`config.mk`:
```
export PLATFORM = sky130hd
export DESIGN_NAME = load_store_unit
export DESIGN_NICKNAME = d
export VERILOG_FILES = /design/src/rtl/load_store_unit.sv
export SDC_FILE = /design/constraint.sdc
export NUM_CORES = 1
export LEC_CHECK = 0
export ABC_AREA = 0
export ABC_CLOCK_PERIOD_IN_PS = 7000
export CAP_MARGIN = 40
export CORE_ASPECT_RATIO = 0.5
export CORE_MARGIN = 4
export CORE_UTILIZATION = 40
export DETAILED_ROUTE_END_ITERATION = 10
export HOLD_SLACK_MARGIN = 0.05
export PLACE_DENSITY = 0.69
export SLEW_MARGIN = 20
export SYNTH_ARGS = -nofsm -noshare
export SYNTH_HDL_FRONTEND = slang
export SYNTH_SLANG_ARGS = --single-unit
```
`constraint.sdc`:
```
create_clock -name clk -period 7 [get_ports clk]
set_input_delay 1.75 -clock clk [delete_from_list [all_inputs] [get_ports clk]]
set_output_delay 1.75 -clock clk [all_outputs]
set_load 0.03 [all_outputs]
```
`src/rtl/load_store_unit.sv`:
```
// ---------------------------------------------------------------------------
// load_store_unit
//
// Multi-cycle RV32I load/store unit that sits between the pipeline and a
// word-organised data memory. The pipeline issues one access at a time. The
// unit handles the following steps:
//   - checks the access for alignment and encoding faults,
//   - performs word loads and stores directly,
//   - implements byte and half-word stores as a read-modify-write of the
//     containing word,
//   - returns sign- or zero-extended load data in a register.
//
// Ports
//   clk        single clock, rising-edge state updates
//   rst        asynchronous active-high reset
//   req        access request, sampled only while ready=1
//   we         1 = store, 0 = load
//   funct3     RV32I size/sign: 000 B, 001 H, 010 W, 100 BU, 101 HU
//   addr       byte address
//   wdata      store data, right-aligned
//   ready      unit idle; a request is accepted on this edge
//   done       one-cycle completion pulse
//   rdata      registered load result (cleared on a fault)
//   misalign   one-cycle fault pulse, coincident with done
//   mem_addr   word index to the data memory
//   mem_wdata  full word to the data memory
//   mem_wr_en  data memory write strobe (memory writes on the falling edge)
//   mem_rd_en  data memory read enable
//   mem_rdata  combinational read data from the data memory
// ---------------------------------------------------------------------------
module load_store_unit (
    input  logic        clk,
    input  logic        rst,
    input  logic        req,
    input  logic        we,
    input  logic [2:0]  funct3,
    input  logic [31:0] addr,
    input  logic [31:0] wdata,
    output logic        ready,
    output logic        done,
    output logic [31:0] rdata,
    output logic        misalign,
    output logic [31:0] mem_addr,
    output logic [31:0] mem_wdata,
    output logic        mem_wr_en,
    output logic        mem_rd_en,
    input  logic [31:0] mem_rdata
);

    localparam logic [2:0] F3_B  = 3'b000;
    localparam logic [2:0] F3_H  = 3'b001;
    localparam logic [2:0] F3_W  = 3'b010;
    localparam logic [2:0] F3_BU = 3'b100;
    localparam logic [2:0] F3_HU = 3'b101;

    typedef enum logic [2:0] {
        IDLE,
        LOAD,
        RMW_RD,
        WRITE,
        RESP,
        FAULT
    } state_t;

    state_t      state;
    logic [2:0]  funct3_q;
    logic [31:0] addr_q;
    // Holds the store data. After RMW_RD it holds the merged word instead.
    logic [31:0] data_q;

    logic        fault;
    logic [7:0]  byte_sel;
    logic [15:0] half_sel;
    logic [31:0] load_val;
    logic [31:0] merged;

    // Fault check runs on the live request inputs, so a bad access goes
    // straight from IDLE to FAULT without touching memory.
    // NOTE: every always_comb output gets a default first, so no path can
    // leave a variable unassigned and infer a latch.
    always_comb begin
        fault = 1'b0;
        case (funct3)
            F3_B:    fault = 1'b0;
            F3_H:    fault = addr[0];
            F3_W:    fault = (addr[1:0] != 2'b00);
            F3_BU:   fault = we;                 // there is no unsigned store
            F3_HU:   fault = we | addr[0];
            default: fault = 1'b1;               // encodings 011, 110, 111
        endcase
    end

    // Little-endian lane extraction of the word currently on mem_rdata.
    always_comb begin
        byte_sel = mem_rdata[7:0];
        case (addr_q[1:0])
            2'd0: byte_sel = mem_rdata[7:0];
            2'd1: byte_sel = mem_rdata[15:8];
            2'd2: byte_sel = mem_rdata[23:16];
            2'd3: byte_sel = mem_rdata[31:24];
            default: byte_sel = mem_rdata[7:0];
        endcase
        half_sel = addr_q[1] ? mem_rdata[31:16] : mem_rdata[15:0];

        load_val = mem_rdata;
        case (funct3_q)
            F3_B:    load_val = {{24{byte_sel[7]}}, byte_sel};
            F3_H:    load_val = {{16{half_sel[15]}}, half_sel};
            F3_BU:   load_val = {24'h0, byte_sel};
            F3_HU:   load_val = {16'h0, half_sel};
            default: load_val = mem_rdata;
        endcase
    end

    // Read-modify-write merge: replace only the addressed lane.
    // funct3_q[0] tells SB (0) apart from SH (1). SBU/SHU never reach here.
    always_comb begin
        merged = mem_rdata;
        if (!funct3_q[0]) begin
            case (addr_q[1:0])
                2'd0: merged[7:0]   = data_q[7:0];
                2'd1: merged[15:8]  = data_q[7:0];
                2'd2: merged[23:16] = data_q[7:0];
                2'd3: merged[31:24] = data_q[7:0];
                default: merged = mem_rdata;
            endcase
        end else if (addr_q[1]) begin
            merged[31:16] = data_q[15:0];
        end else begin
            merged[15:0] = data_q[15:0];
        end
    end

    // NOTE: sequential state uses non-blocking assignments only, so every
    // register samples the pre-edge value of every other register.
    always_ff @(posedge clk or posedge rst) begin
        if (rst) begin
            state    <= IDLE;
            funct3_q <= 3'b000;
            addr_q   <= 32'h0;
            data_q   <= 32'h0;
            rdata    <= 32'h0;
        end else begin
            case (state)
                IDLE: begin
                    if (req) begin
                        funct3_q <= funct3;
                        addr_q   <= addr;
                        data_q   <= wdata;
                        if (fault) begin
                            // Clear now so rdata already reads 0 during
                            // the fault pulse.
                            rdata <= 32'h0;
                            state <= FAULT;
                        end else if (!we) begin
                            state <= LOAD;
                        end else if (funct3 == F3_W) begin
                            state <= WRITE;
                        end else begin
                            state <= RMW_RD;
                        end
                    end
                end
                LOAD: begin
                    rdata <= load_val;
                    state <= RESP;
                end
                RMW_RD: begin
                    data_q <= merged;
                    state  <= WRITE;
                end
                WRITE:   state <= RESP;
                RESP:    state <= IDLE;
                FAULT:   state <= IDLE;
                default: state <= IDLE;
            endcase
        end
    end

    // The handshake and memory outputs are decoded straight from the state
    // register. This lets an asynchronous reset drop every strobe at once,
    // without waiting for a clock edge.
    always_comb begin
        ready     = (state == IDLE);
        done      = (state == RESP) || (state == FAULT);
        misalign  = (state == FAULT);
        mem_rd_en = (state == LOAD) || (state == RMW_RD);
        mem_wr_en = (state == WRITE);
        mem_addr  = 32'h0;
        mem_wdata = 32'h0;
        if (mem_rd_en || mem_wr_en) begin
            mem_addr = {2'b00, addr_q[31:2]};
        end
        if (mem_wr_en) begin
            mem_wdata = data_q;
        end
    end

endmodule

```
=== After elaboration in Yosys (flattened, before gate mapping) ===
Cells that the tools add are included.

* Bits in registers: 102
* Logic and storage cells: 66
* Output and inout port bits: 101

* Reduce and logical (&&, ||, !) cells: 16
* Equality and inequality tests: 19
* Muxes and demuxes: 23
* Bitwise logic cells: 1

{| class="wikitable"
|+ Operators by type and width
! kind !! count
|-
| $mux W32 || 5
|-
| $pmux W32 S2 || 2
|-
| $pmux W32 S4 || 1
|-
| $mux W16 || 3
|-
| $mux W8 || 4
|-
| $pmux W8 S4 || 1
|-
| $mux W30 || 1
|-
| $eq A3 B3 Y1 const B || 6
|-
| $eq A3 B1 Y1 const B || 3
|-
| $eq A3 B2 Y1 const B || 3
|-
| $logic_not A3 Y1 || 3
|-
| $pmux W3 S3 || 1
|-
| $mux W3 || 2
|-
| $ne A3 B3 Y1 const B || 2
|-
| $reduce_and A3 Y1 || 2
|-
| $reduce_bool A2 Y1 || 3
|-
| $pmux W1 S5 || 1
|-
| $eq A2 B2 Y1 const B || 2
|-
| $reduce_and A2 Y1 || 2
|-
| $reduce_and A4 Y1 || 1
|-
| $logic_or A1 B1 Y1 || 3
|-
| $eq A2 B1 Y1 const B || 1
|-
| $logic_not A2 Y1 || 1
|-
| $mux W2 || 1
|-
| other kinds (5) || 5
|}

=== Depth between registers and ports, before layout ===
Gate-level depths: netlist of the first run.

* Depth after elaboration: 6
* Gate-level depth with buffers: 7
* Gate-level depth less buffers: 4

=== Worst setup path before layout of the first run ===
No wires, ideal clock.

* Path type: reg2out
* From: register state[2]
* To: output mem_wdata[22]
* Slack: 3.515 ns
* Required time: 5.250 ns
* Path buffers: 2
* Cell stages (with the launch flop): 5
* Data arrival time: 1.735 ns
* Cell sequence: dfrtp_1 -> buf_2 -> nor3b_1 -> clkbuf_1 -> and2_1

* Cells in the longest elaborated chain, start to end: 2

{| class="wikitable"
|+ Ends and longest elaborated chain
! element !! RTL line !! RTL
|-
| start: declaration || 65 || <nowiki>state_t state;</nowiki>
|-
| start signal: assignment || 138 || <nowiki>state <= IDLE;</nowiki>
|-
| start signal: assignment || 154 || <nowiki>state <= FAULT;</nowiki>
|-
| start signal: assignment || 156 || <nowiki>state <= LOAD;</nowiki>
|-
| $eq A3 B2 Y1 || 188 || <nowiki>mem_wr_en = (state == WRITE);</nowiki>
|-
| named net mem_wr_en || 45 || <nowiki>output logic mem_wr_en,</nowiki>
|-
| $mux W32 || 194 || <nowiki>if (mem_wr_en) begin</nowiki>
|-
| end: declaration || 44 || <nowiki>output logic [31:0] mem_wdata,</nowiki>
|}

The timed path passes the listed nets, and every way through them passes these cells.

=== Worst setup path after layout of the first run ===
* From: register state[2]
* To: output mem_rd_en

* Cells in the longest elaborated chain, start to end: 2

{| class="wikitable"
|+ Ends and longest elaborated chain
! element !! RTL line !! RTL
|-
| $eq A3 B1 Y1 or $eq A3 B2 Y1 (tied branches) || 187 || <nowiki>mem_rd_en = (state == LOAD) || (state == RMW_RD);</nowiki>
|-
| $logic_or A1 B1 Y1 (*) || 187 ||
|-
| end: declaration || 46 || <nowiki>output logic mem_rd_en,</nowiki>
|}

Mark *: on every way between the ends. The rest lies on a longest branch, timed or not.

==> results of run 1 <==
[Yosys cell counts, drive strengths merged, types with 15 or more instances]
master	count
nor2	22
a211oi	18
a21oi	28
a21o	15
mux2	53
o21ai	17
mux2i	32
dfrtp	102
clkbuf	18
a221o	16
buf	26
and2	64
nand2	16
[state kept, by name, indices dropped and copies added (netlist names)]
register and cells:
state 3, rdata 32, funct3_q 3, data_q 32, addr_q 32
[routing by layer]
metal,share of wire,up-vias
met4,0.017,0
met1,0.44,2372
met5,0,-
met2,0.46,197
met3,0.076,29
li1,-,2226
[metrics by stage]
stage | area, um2 | std cells | setup WS, ps | utilization | hold WS (ps)
after global placement | 7660 | 873 | 3040 | 0.565 | 475
after global routing | 8010 | 892 | 2450 | 0.591 | 514
after floorplan | 5530 | 516 | 2570 | - | 464
final | 8010 | 892 | 2610 | 0.591 | 498
after CTS | 7980 | 891 | 2550 | 0.589 | 502
after detailed placement | 7680 | 875 | 2930 | 0.567 | 484
[kinds of logic after synthesis]
family,share of synthesized area
flops,0.462
other cells,0.000678
compound gates,0.175
buf+inv,0.0401
simple gates,0.153
mux,0.170
[power by group]
group | switching (uW) | total [uW] | internal [uW]
logic | 880 | 1660 | 777
registers | 242 | 1090 | 851
clock network | 239 | 520 | 281
total | 1360 | 3270 | 1910
[cell type report]
cell class | count | area (um2)
clock buffers | 10 | 229
inverters | 4 | 17.5
repair buffers | 212 | 2120
fillers | 1193 | 5550
flip-flops and latches | 102 | 2550
well taps | 192 | 240
multi-input cells | 366 | 2780
clock inverters | 6 | 68.8
[how the worst min path moves through the flow]
stage | to | slack [ps] | cells past startpoint
global route | addr_q[5] | 510 | 1
floorplan | data_q[14] | 460 | 1
global placement | rdata[0] | 470 | 1
CTS | addr_q[4] | 500 | 1
finish | addr_q[15] | 500 | 1
detailed placement | rdata[3] | 480 | 1
==> impl_metrics.yaml, run 1 <==
run_status:
  status: "finished, final reports clean"
grt:
  gr-usage-met1: 0.299
  use_met3: 0.0541
  grt_pass1_vias: 4760
  grt_max_degree: 60
  track_usage: 0.215
  antenna_found_initial: 0
  busiest_layer: "met2"
  grt_pass1_wl_mm: 27.1
  grt_overflow_total: 0
  use_met2: 0.339
clock_network:
  clock_latency_ps: 350
  cts_sinks: 102
  path_clk_slew_ps: 70
  postCtsResizedCells: 0
  clk_path_buf_depth: 2
  htreeDepth: 3
  hold_buffers: 0
  post_cts_buffers: 0
  cts_buffers: 9
  tritoncts: "built"
  cts-root-buf: "clkbuf_16"
pwr:
  ir_drop_mv: 0.161
  cellLeakagePower_uw: 0.00332
  p_per_area_nw_per_um2: 408
  total_power_uw: 3270
detailed_routing:
  drtAntennaViolNets: 0
  routed_wirelength_mm: 17.4
  wire_per_inst_um: 19.5
  vias_per_cell: 5.41
  via_count: 4824
  drt_iter0_drc: 356
  drt_first_pass_iters: 6
  drcViolationCount: 0
layout:
  fin_nets: 798
  final_cell_mix: "clkdlybuf4s50_1 (201), dfrtp_1 (102), and2_1 (64)"
  diodes: 0
  area_growth_pct: 44.8
  final_common_cell: "clkdlybuf4s50_1"
  drive_gt1_frac: 0.131
timing:
  finalSetupViolations: 0
  final_max_slew_viol_count: 0
  hold_viol_final: 0
  clock_skew_ps: 12.4
  setup_tns_ps: 0
  grt_setup_unrepaired: "no"
  fin_crit_ps: 4390
  relSlewSlack: 0.444
  post-route-period-util: 0.627
  worst_slew_pin_slew_ps: 834
  fmax_mhz: 228
worst_hold_path:
  hold_class: "register to register"
  hold_start: "addr_q[15]"
die:
  die_w_um: 174
  die_y_um: 91.1
  initial_utilization: 0.408
  die_area_um2: 15900
  top_level_ports: 204
  fp.coreArea_um2: 13600
  rows: 30
setup_path:
  path_class: "register to primary output"
  worstSetupEndpointType: "primary output"
  crit_required_ps: 5250
  crit_path_end: "mem_rd_en"
  rr_worst_depth: 5
  start_kind: "register"
  worstReg2RegEnd: "data_q[2]"
  worst_path_largest_cell_delay_ps: 670
  slowest_stage: "clkdlybuf4s50_1"
  critPathTopFamily: "simple AND/OR/NAND/NOR gates"
  r2r_start: "state[2]"
  crit_chain: "nor2_1, and2_1, or2_2, clkdlybuf4s50_1"
  setup.worst_path.start: "state[2]"
  crit_cells: 4
  critPathMaxFanout: 18
  reg2reg_slack_ps: 4690
  arrival_ps: 2640
  path_buf_inv: 1
yosys:
  synth_top_area_frac: 0.462
  syn_area_per_cell_um2: 10.7
  synthFlopType: "dfrtp_1"
  synthTopCellsByArea: "dfrtp_1 (46%), mux2_2 (11%), and2_1 (7.2%)"
  syn_inst: 515
  synth_area_um2: 5530
  yosys.area.top_type: "dfrtp_1"
  yosys_register_bits: 102
  ys_warn_count: 0
  synthArstFlopShare: 1.00
  synth.distinct_cells: 45
  seq_area_frac_synth: 0.462
  synth_edf_count: 0
placement:
  io_buffers: 201
  gp_congestion: 0.861
  dp_hpwl_mm: 12.9
flow_run:
  maxCapViolations: 0
No activity file was read; power rests on OpenSTA's default activity.
==> inputs of run 2 (changes only) <==
--- a/config.mk
+++ b/config.mk
@@ -6,7 +6,7 @@
 export NUM_CORES = 1
 export LEC_CHECK = 0
 export ABC_AREA = 0
-export ABC_CLOCK_PERIOD_IN_PS = 7000
+export ABC_CLOCK_PERIOD_IN_PS = 4200
 export CAP_MARGIN = 40
 export CORE_ASPECT_RATIO = 0.5
 export CORE_MARGIN = 4
==> constraint.sdc (replaced) <==
create_clock -name clk -period 4.2 [get_ports clk]
set_input_delay 1.05 -clock clk [delete_from_list [all_inputs] [get_ports clk]]
set_output_delay 1.05 -clock clk [all_outputs]
set_load 0.03 [all_outputs]
==> impl_metrics.yaml, run 2 (synthesis results as in run 1) <==
clock_network:
  clk_path_buf_depth: 2
  clock_latency_ps: 340
  cts-root-buf: "clkbuf_16"
  path_clk_slew_ps: 80
  cts_sinks: 102
  post_cts_buffers: 0
  htreeDepth: 3
  postCtsResizedCells: 0
  tritoncts: "built"
  hold_buffers: 0
  cts_buffers: 9
detailed_routing:
  vias_per_cell: 5.34
  drcViolationCount: 0
  wl_met1_mm: 7.82
  via_count: 4766
  drt_first_pass_iters: 6
  met2_wirelength_mm: 8.19
  routed.top_layer: "met4"
  wire_per_inst_um: 19.5
  drt_iter0_drc: 353
  drtAntennaViolNets: 0
  wl_met3_mm: 1.14
  routed_wirelength_mm: 17.4
setup_path:
  worstReg2RegEnd: "data_q[7]"
  reg2reg_slack_ps: 1870
  rr_worst_depth: 5
  setup.worst_path.start: "state[0]"
  worstSetupEndpointType: "primary output"
  crit_path_end: "mem_wdata[26]"
  critPathMaxFanout: 31
  path_class: "register to primary output"
  arrival_ps: 2400
  crit_required_ps: 3150
  start_kind: "register"
  r2r_start: "state[2]"
timing:
  setup_tns_ps: 0
  worst_slew_pin_slew_ps: 799
  final_max_slew_viol_count: 0
  hold_viol_final: 0
  clock_skew_ps: 12.0
  post-route-period-util: 0.820
  fmax_mhz: 290
  final.setup.worst_slack_ps: 754
  finalSetupViolations: 0
  fin_crit_ps: 3450
  relSlewSlack: 0.467
  grt_setup_unrepaired: "no"
run_status:
  status: "finished, final reports clean"
placement:
  dp_hpwl_mm: 12.9
  gp_congestion: 0.846
  dp_slack_ps: 1110
  io_buffers: 201
pwr:
  cellLeakagePower_uw: 0.00334
  ir_drop_mv: 0.276
  p_per_area_nw_per_um2: 682
grt:
  grt_pass1_vias: 4799
  grt_max_degree: 60
  grt_overflow_total: 0
  grt_pass1_wl_mm: 27.3
  track_usage: 0.217
  antenna_found_initial: 0
die:
  die_area_um2: 15900
  initial_utilization: 0.408
  fp.coreArea_um2: 13600
  die_w_um: 174
  rows: 30
  top_level_ports: 204
  die_y_um: 91.1
layout:
  final_common_cell: "clkdlybuf4s50_1"
  drive_gt1_frac: 0.133
  fin_nets: 799
  final_cell_mix: "clkdlybuf4s50_1 (201), dfrtp_1 (102), and2_1 (64)"
  largest_registers: "addr_q (32), data_q (32), rdata (32)"
  area_growth_pct: 45.5
  utilization: 0.594
  diodes: 0
worst_hold_path:
  hold_class: "register to register"
  worstHoldPathCells: 1
flow_run:
  maxCapViolations: 0
==> run 2: metal layers <==
metal | vias up | GRT usage
li1 | 2221 | -
met1 | 2358 | 0.302
met2 | 165 | 0.342
met3 | 22 | 0.0557
met4 | 0 | 0.0474
met5 | - | 0
==> run 2: how the worst min path moves through the flow <==
stage	from	to	slack, ps
floorplan	data_q[14]	data_q[14]	460
global placement	rdata[9]	rdata[9]	480
detailed placement	rdata[7]	rdata[7]	480
CTS	rdata[7]	rdata[7]	500
global route	addr_q[17]	addr_q[17]	520
finish	addr_q[28]	addr_q[28]	500
==> run 2: through the flow <==
| stage | hold WS, ps | cells | total power, uW | instance area [um2] |
|---|---|---|---|---|
| floorplan | 464 | 516 | 3610 | 5530 |
| global placement | 477 | 874 | 4560 | 7680 |
| detailed placement | 476 | 876 | 4630 | 7710 |
| CTS | 497 | 892 | 5530 | 8020 |
| global route | 517 | 893 | 5830 | 8040 |
| finish | 499 | 893 | 5490 | 8040 |
==> run 2: final cells by class <==
cell class / count / area (um2)
fill: 1164 / 5510
multi-input combinational: 366 / 2780
sequential: 102 / 2550
timing repair buffer: 213 / 2150
tap: 192 / 240
clock buffer: 10 / 229
clock inverter: 6 / 75.1
inverter: 4 / 17.5
==> run 2: critical path: stages, from the launching register on <==
cell             delay, ps
dfrtp_1                600
nor3b_2                290
buf_4                  310
and2_1                 170
clkdlybuf4s50_1        680
==> run 2: power by group <==
| group | switching [uW] | internal (uW) |
|---|---|---|
| Clock | 393 | 474 |
| Combinational | 1470 | 1310 |
| Sequential | 419 | 1420 |
